## src/rtl/uart_tx_pkg.sv

```systemverilog
`default_nettype none
// +----------------------------------------------------------------------------+
// | Module      : uart_tx_pkg                                                  |
// | Description : Shared types and constants for the UART transmit engine:    |
// |               FSM state encoding, a parity-mode enum for bench/proxy use, |
// |               and frame size limits.                                      |
// | Ports       : none (package)                                              |
// | Revision    : 1.0 - initial release                                       |
// +----------------------------------------------------------------------------+
package uart_tx_pkg;

  // Serializer FSM states, explicitly 3 bits wide.
  typedef enum logic [2:0] {
    IDLE   = 3'd0,
    START  = 3'd1,
    DATA   = 3'd2,
    PARITY = 3'd3,
    STOP   = 3'd4
  } uart_tx_state_e;

  // Parity mode as seen by software models; the RTL itself uses the two
  // separate enable/odd configuration bits.
  typedef enum logic [1:0] {
    PARITY_NONE = 2'd0,
    PARITY_EVEN = 2'd1,
    PARITY_ODD  = 2'd2
  } uart_parity_e;

  // Largest supported frame: start + 9 data + parity + 2 stop.
  localparam int MAX_DATA_WIDTH = 9;
  localparam int MAX_FRAME_BITS = 1 + MAX_DATA_WIDTH + 1 + 2;

endpackage
`default_nettype wire

```

## src/rtl/uart_tx_fifo.sv

```systemverilog
`default_nettype none
// +----------------------------------------------------------------------------+
// | Module      : uart_tx_fifo                                                 |
// | Description : Show-ahead synchronous FIFO buffering words for the UART    |
// |               transmitter. Push and pop on the same edge are legal, even  |
// |               when full; the count is then unchanged.                     |
// | Ports       : clk, rst_n (sync, active-low)                               |
// |               push/push_data  - write strobe and word                     |
// |               pop/pop_data    - read strobe, pop_data is the head word    |
// |               full/empty/count - occupancy status                         |
// | Revision    : 1.0 - initial release                                       |
// +----------------------------------------------------------------------------+
module uart_tx_fifo #(
  parameter int DATA_WIDTH = 8,
  parameter int FIFO_DEPTH = 4
) (
  input  logic                          clk,
  input  logic                          rst_n,
  input  logic                          push,
  input  logic [DATA_WIDTH-1:0]         push_data,
  input  logic                          pop,
  output logic [DATA_WIDTH-1:0]         pop_data,
  output logic                          full,
  output logic                          empty,
  output logic [$clog2(FIFO_DEPTH):0]   count
);

  localparam int PTR_W = $clog2(FIFO_DEPTH);
  localparam int CNT_W = PTR_W + 1;

  logic [DATA_WIDTH-1:0] mem [FIFO_DEPTH];
  logic [PTR_W-1:0]      wr_ptr;
  logic [PTR_W-1:0]      rd_ptr;
  logic [CNT_W-1:0]      count_r;
  logic                  do_push;
  logic                  do_pop;

  assign full     = (count_r == CNT_W'(FIFO_DEPTH));
  assign empty    = (count_r == '0);
  assign count    = count_r;
  assign pop_data = mem[rd_ptr];

  // A push while full is only accepted when a pop frees the head slot on
  // the same edge.
  assign do_pop  = pop && !empty;
  assign do_push = push && (!full || do_pop);

  // Pointers are PTR_W bits wide, so wrap modulo the power-of-two depth.
  always_ff @(posedge clk) begin
    if (!rst_n) begin
      wr_ptr  <= '0;
      rd_ptr  <= '0;
      count_r <= '0;
    end else begin
      if (do_push) wr_ptr <= wr_ptr + 1'b1;
      if (do_pop)  rd_ptr <= rd_ptr + 1'b1;
      case ({do_push, do_pop})
        2'b10:   count_r <= count_r + 1'b1;
        2'b01:   count_r <= count_r - 1'b1;
        default: count_r <= count_r;
      endcase
    end
  end

  // Storage needs no reset; contents are only observed through valid entries.
  always_ff @(posedge clk) begin
    if (do_push) mem[wr_ptr] <= push_data;
  end

endmodule
`default_nettype wire

```

## src/rtl/uart_tx_serializer.sv

```systemverilog
`default_nettype none
// +----------------------------------------------------------------------------+
// | Module      : uart_tx_serializer                                           |
// | Description : UART transmit engine. Buffers parallel words from a         |
// |               valid/ready handshake and serialises each one LSB first     |
// |               with a runtime baud divider, optional parity and 1/2 stops. |
// | Ports       : clk, rst_n (sync, active-low)                               |
// |               tx_data/tx_valid/tx_ready - word input handshake            |
// |               baud_div       - clock cycles per bit (0 acts as 1)         |
// |               cfg_parity_en/cfg_parity_odd/cfg_stop2 - frame format       |
// |               tx             - serial line, idle high                     |
// |               busy           - frame in progress or words buffered        |
// |               fifo_count     - words buffered                             |
// | Revision    : 1.0 - initial release                                       |
// +----------------------------------------------------------------------------+
module uart_tx_serializer
  import uart_tx_pkg::*;
#(
  parameter int DATA_WIDTH = 8,
  parameter int FIFO_DEPTH = 4,
  parameter int DIV_WIDTH  = 16
) (
  input  logic                          clk,
  input  logic                          rst_n,
  input  logic [DATA_WIDTH-1:0]         tx_data,
  input  logic                          tx_valid,
  output logic                          tx_ready,
  input  logic [DIV_WIDTH-1:0]          baud_div,
  input  logic                          cfg_parity_en,
  input  logic                          cfg_parity_odd,
  input  logic                          cfg_stop2,
  output logic                          tx,
  output logic                          busy,
  output logic [$clog2(FIFO_DEPTH):0]   fifo_count
);

  localparam int BIT_W = $clog2(DATA_WIDTH + 1);

  uart_tx_state_e        state;
  uart_tx_state_e        next_state;

  logic                  ready_en;
  logic                  push;
  logic                  load;
  logic                  fifo_full;
  logic                  fifo_empty;
  logic [DATA_WIDTH-1:0] fifo_data;

  // Per-frame copies of the configuration, captured when a word is loaded so
  // that configuration changes mid-frame only affect the next frame.
  logic [DIV_WIDTH-1:0]  div_r;
  logic                  par_en_r;
  logic                  parity_bit_r;
  logic                  stop2_r;

  logic [DATA_WIDTH-1:0] shift_r;
  logic [DIV_WIDTH-1:0]  baud_cnt;
  logic [BIT_W-1:0]      bit_cnt;
  logic [DIV_WIDTH-1:0]  div_eff;
  logic                  tick;
  logic                  last_data;
  logic                  last_stop;

  // ready_en keeps tx_ready low throughout reset and for the reset edge
  // itself; it rises on the first edge with rst_n released.
  always_ff @(posedge clk) begin
    if (!rst_n) ready_en <= 1'b0;
    else        ready_en <= 1'b1;
  end

  assign tx_ready = ready_en && !fifo_full;
  assign push     = tx_valid && tx_ready;

  uart_tx_fifo #(
    .DATA_WIDTH (DATA_WIDTH),
    .FIFO_DEPTH (FIFO_DEPTH)
  ) u_fifo (
    .clk       (clk),
    .rst_n     (rst_n),
    .push      (push),
    .push_data (tx_data),
    .pop       (load),
    .pop_data  (fifo_data),
    .full      (fifo_full),
    .empty     (fifo_empty),
    .count     (fifo_count)
  );

  assign div_eff   = (baud_div == '0) ? DIV_WIDTH'(1) : baud_div;
  assign tick      = (baud_cnt == div_r - DIV_WIDTH'(1));
  assign last_data = (bit_cnt == BIT_W'(DATA_WIDTH - 1));
  assign last_stop = (bit_cnt == BIT_W'(stop2_r));

  // ---------------------------------------------------------------- state reg
  always_ff @(posedge clk) begin
    if (!rst_n) state <= IDLE;
    else        state <= next_state;
  end

  // ---------------------------------------------------------------- next state
  // load pops the FIFO head into the shifter; it fires from IDLE or on the
  // final stop tick so back-to-back frames have no idle gap.
  always_comb begin
    next_state = state;
    load       = 1'b0;
    case (state)
      IDLE: begin
        if (!fifo_empty) begin
          load       = 1'b1;
          next_state = START;
        end
      end
      START: begin
        if (tick) next_state = DATA;
      end
      DATA: begin
        if (tick && last_data) next_state = par_en_r ? PARITY : STOP;
      end
      PARITY: begin
        if (tick) next_state = STOP;
      end
      STOP: begin
        if (tick && last_stop) begin
          if (!fifo_empty) begin
            load       = 1'b1;
            next_state = START;
          end else begin
            next_state = IDLE;
          end
        end
      end
      default: next_state = IDLE;
    endcase
  end

  // ---------------------------------------------------------------- outputs
  always_comb begin
    tx = 1'b1;
    case (state)
      START:   tx = 1'b0;
      DATA:    tx = shift_r[0];
      PARITY:  tx = parity_bit_r;
      default: tx = 1'b1;
    endcase
  end

  assign busy = (state != IDLE) || (fifo_count != '0);

  // ---------------------------------------------------------------- datapath
  always_ff @(posedge clk) begin
    if (!rst_n) begin
      baud_cnt     <= '0;
      bit_cnt      <= '0;
      shift_r      <= '0;
      div_r        <= DIV_WIDTH'(1);
      par_en_r     <= 1'b0;
      parity_bit_r <= 1'b0;
      stop2_r      <= 1'b0;
    end else begin
      if (load) begin
        shift_r      <= fifo_data;
        div_r        <= div_eff;
        par_en_r     <= cfg_parity_en;
        parity_bit_r <= (^fifo_data) ^ cfg_parity_odd;
        stop2_r      <= cfg_stop2;
      end else if (state == DATA && tick) begin
        shift_r <= {1'b0, shift_r[DATA_WIDTH-1:1]};
      end

      // Both counters restart on every state entry; bit_cnt counts bit
      // periods spent inside DATA and STOP.
      if (next_state != state) begin
        baud_cnt <= '0;
        bit_cnt  <= '0;
      end else if (state != IDLE) begin
        if (tick) begin
          baud_cnt <= '0;
          bit_cnt  <= bit_cnt + 1'b1;
        end else begin
          baud_cnt <= baud_cnt + 1'b1;
        end
      end
    end
  end

endmodule
`default_nettype wire

```

## config.mk

```make
export PLATFORM = sky130hd
export DESIGN_NAME = uart_tx_serializer
export DESIGN_NICKNAME = d
export VERILOG_FILES = /design/src/rtl/uart_tx_pkg.sv /design/src/rtl/uart_tx_fifo.sv /design/src/rtl/uart_tx_serializer.sv
export SDC_FILE = /design/constraint.sdc
export NUM_CORES = 1
export LEC_CHECK = 0
export CORE_ASPECT_RATIO = 1.2
export CORE_MARGIN = 2
export CORE_UTILIZATION = 30
export DETAILED_ROUTE_END_ITERATION = 8
export PLACE_DENSITY = 0.57
export SLEW_MARGIN = 0
export SYNTH_ARGS = -nofsm -noshare
export SYNTH_HDL_FRONTEND = slang
export SYNTH_SLANG_ARGS = --single-unit
```

## constraint.sdc

```tcl
create_clock -name clk -period 4.1 [get_ports clk]
set_input_delay 0.41 -clock clk [delete_from_list [all_inputs] [get_ports clk]]
set_output_delay 0.41 -clock clk [all_outputs]
set_load 0.1 [all_outputs]
```

==> results.yml, run 1 <==
timing:
  finalMaxSlewViolations: 0
  worst-slew-pin-transition_ns: 0.998
  timing.setup.tns_ns: 0
  post-route-min-period_ns: 3.82
  finalSetupViolations: 0
  maxSlewHeadroom_pct: 33.3
  hold_viol: 0
  fin_crit_sh_pct: 93.3
  hold-worst-slack_ns: 0.476
  worst_slack_ns: 0.277
  fmax_mhz: 262
  clock_skew_ns: 0.00857
  rsz0062_at_grt: "no"
worst_setup_path:
  worst_path_largest_cell_delay_ns: 0.51
  cp_max_fo: 5
  crit_arrival_ns: 4.09
  required_ns: 4.37
  path_cells: "inv_1 -> ha_1 -> or3b_2 -> nor4_1 -> o2111ai_1 -> a2111oi_1 -> nand4_2 -> o31ai_4 -> ha_1 -> inv_1 -> fa_1 -> xor2_1 -> or3_1 -> a21boi_0"
  critPathCaptureType: "flop"
  crit_path_start_kind: "flop"
  path_class: "reg -> reg"
  slowest_stage: "or3b_2"
  reg2reg_depth: 14
flow_run:
  cap_violations: 0
clock_network:
  cts_buffer_depth: 2
  cts_buffers: 9
  htreeDepth: 3
  cts.sinks: 92
  clk_pin_slew_ns: 0.06
  cts_setup_buffers: 0
  cts_tree: "built"
  cts-root-buf: "clkbuf_16"
  worstSkewPairLatency_ns: 0.35
floorplan:
  start_util_pct: 30.7
  die_h_um: 140
  die_w_um: 117
  io_pins: 36
  rows: 49
  fp.coreArea_um2: 15000
  die_area_um2: 16400
logic_synthesis:
  ys_top_cells_by_area: "dfxtp_1 26%, edfxtp_1 21%, xnor2_1 5.5%"
  synthTopCellsByCount: "60 x dfxtp_1, 39 x nand2_1, 32 x edfxtp_1"
  synth_ff_type: "dfxtp_1"
  synth_seq_area_share_pct: 46.9
  synth-async-reset-ratio_pct: 0
  synth_edf_count: 32
  yosysWarnings: 0
  ys_ff_latch: 92
  yosysTopAreaCell: "dfxtp_1"
  synth_nets: 488
  yosysMostFrequentCell: "dfxtp_1"
  syn_avg_cell_area_um2: 10.3
  yosys.area.top_type_share_pct: 26.1
  synth_cells: 449
  syn_area_um2: 4610
  synthDistinctLibCells: 58
placement:
  dp_slack_ns: 0.244
  gp_congestion: 0.813
  port_buffers: 35
  dp.final_hpwl_mm: 6.89
grt:
  grtUsageTotal_pct: 12.2
  grt_pass1_wl_mm: 15.6
  grt_max_degree: 41
  antenna_found_initial: 0
  grt_overflow: 0
  first_global_vias: 3278
drt:
  drt-vias-per-instance: 4.78
  via_count: 3271
  wirelength_mm: 9.34
  ant_nets: 0
  drt_iter0_markers: 152
  first_pass_iters: 4
  drc: 0
  routedWlPerCell_um: 13.6
layout:
  final_util_pct: 36.3
  area_growth_syn_to_layout_pct: 18.2
  nFillCells: 1502
  layout-drive-gt1-share_pct: 7.92
  nets: 514
  n_antenna_cell: 0
worst_hold_path:
  min_path_type: "reg -> reg"
  worstHoldPathCells: 2
power_and_ir_drop:
  power.leakage_nw: 1.87
  irDropWorstVdd_mv: 0.368
  powerDensity_nw_per_um2: 726
outcome:
  status: "finished, final reports clean"
[critical path, delay by kind of cell, from the launching register on]
kind / cells / cell delay (ns)
AO/OA/AOI/OAI: 4 / 0.93
XOR/XNOR: 1 / 0.16
adder cells (fa/ha/maj): 3 / 0.84
buffers and inverters: 2 / 0.15
flip-flops: 1 / 0.34
AND/OR/NAND/NOR: 4 / 1.33
[per-stage QoR]
step | instance area (µm²) | power, W | std cells
2_1_floorplan | 4620 | 0.00275 | 449
3_5_place_dp | 5120 | 0.00308 | 668
3_3_place_gp | 5120 | 0.00305 | 668
4_1_cts | 5450 | 0.00400 | 684
5_1_grt | 5450 | 0.00423 | 684
6_report | 5450 | 0.00395 | 684
[registers in the layout (all words and copies together), names as in the netlist, named ones only]
name	count
baud_cnt	16
bit_cnt	4
div_r	16
par_en_r	1
parity_bit_r	1
ready_en	1
shift_r	8
state	3
stop2_r	1
u_fifo.count	3
u_fifo.mem	32
u_fifo.rd_ptr	2
u_fifo.wr_ptr	2
[final cells by class]
class,instances,area [µm²],area share [%]
clock buffers,9,225,4.13
clock inverters,7,100,1.84
inverters,12,45.0,0.827
multi-input cells,322,2290,42.0
flip-flops and latches,92,2160,39.7
well taps,204,255,4.68
repair buffers,38,373,6.84
[placed cells by master (no fill, tap or decap), types with 15 or more instances in the layout]
cell,count
nand2_1,39
edfxtp_1,32
dfxtp_1,60
xor2_1,18
nor2b_1,18
o21ai_0,15
mux2i_1,19
clkdlybuf4s50_1,35
nor2_1,31
xnor2_1,29
[routing by layer]
metal	part of all wire [%]	global-route usage (%)	wire length, µm	vias up
li1	-	-	-	1648
met1	44	13.9	4070	1553
met2	51	21.3	4740	50
met3	3.3	3.09	310	20
met4	2.3	5.33	212	0
met5	0	0	0	-
[path summary, 6_finish.rpt]
kind / start / end / slack (ns)
worst max register to register: div_r[0]$_SDFFE_PN1N_ / u_fifo.count[2]$_SDFFE_PN0P_ / 0.28
worst min-delay path: shift_r[5]$_SDFFE_PN0P_ / shift_r[5]$_SDFFE_PN0P_ / 0.48
worst min register to register: shift_r[5]$_SDFFE_PN0P_ / shift_r[5]$_SDFFE_PN0P_ / 0.48
worst max-delay path: div_r[0]$_SDFFE_PN1N_ / u_fifo.count[2]$_SDFFE_PN0P_ / 0.28
[kinds of logic (layout without fill, tap and decap cells)]
kind of cell / after synthesis / count (layout) / share of synthesized area [%]
buffers and inverters: 35 / 66 / 3.83
adder cells (fa/ha/maj): 9 / 9 / 2.61
XOR/XNOR: 48 / 48 / 9.28
AND/OR/NAND/NOR: 171 / 171 / 19.5
AO/OA/AOI/OAI: 67 / 67 / 9.85
flip-flops: 92 / 92 / 46.9
multiplexers: 27 / 27 / 8.03
[timing repair]
action | in CTS | in global routing
resized for setup | 0 | 1
hold buffers | 0 | 0
setup endpoints to repair | 0 | 1
[report_power, final]
part | total (W) | leakage (nW) | internal (W) | switching, W
Sequential | 0.00130 | 0.780 | 0.00110 | 0.000195
Clock | 0.000903 | 0.148 | 0.000537 | 0.000366
Combinational | 0.00175 | 0.944 | 0.000711 | 0.00104
No activity file was read; power rests on OpenSTA's default activity.
==> run 2: changes to the inputs <==
--- a/config.mk
+++ b/config.mk
@@ -8,6 +8,7 @@
 export CORE_ASPECT_RATIO = 1.2
 export CORE_MARGIN = 2
 export CORE_UTILIZATION = 30
+export CTS_CLUSTER_SIZE = 30
 export DETAILED_ROUTE_END_ITERATION = 8
 export PLACE_DENSITY = 0.57
 export SLEW_MARGIN = 0
==> results of run 2 <==
Same layout as run 1: the final DEF is identical, and so are final timing and power.
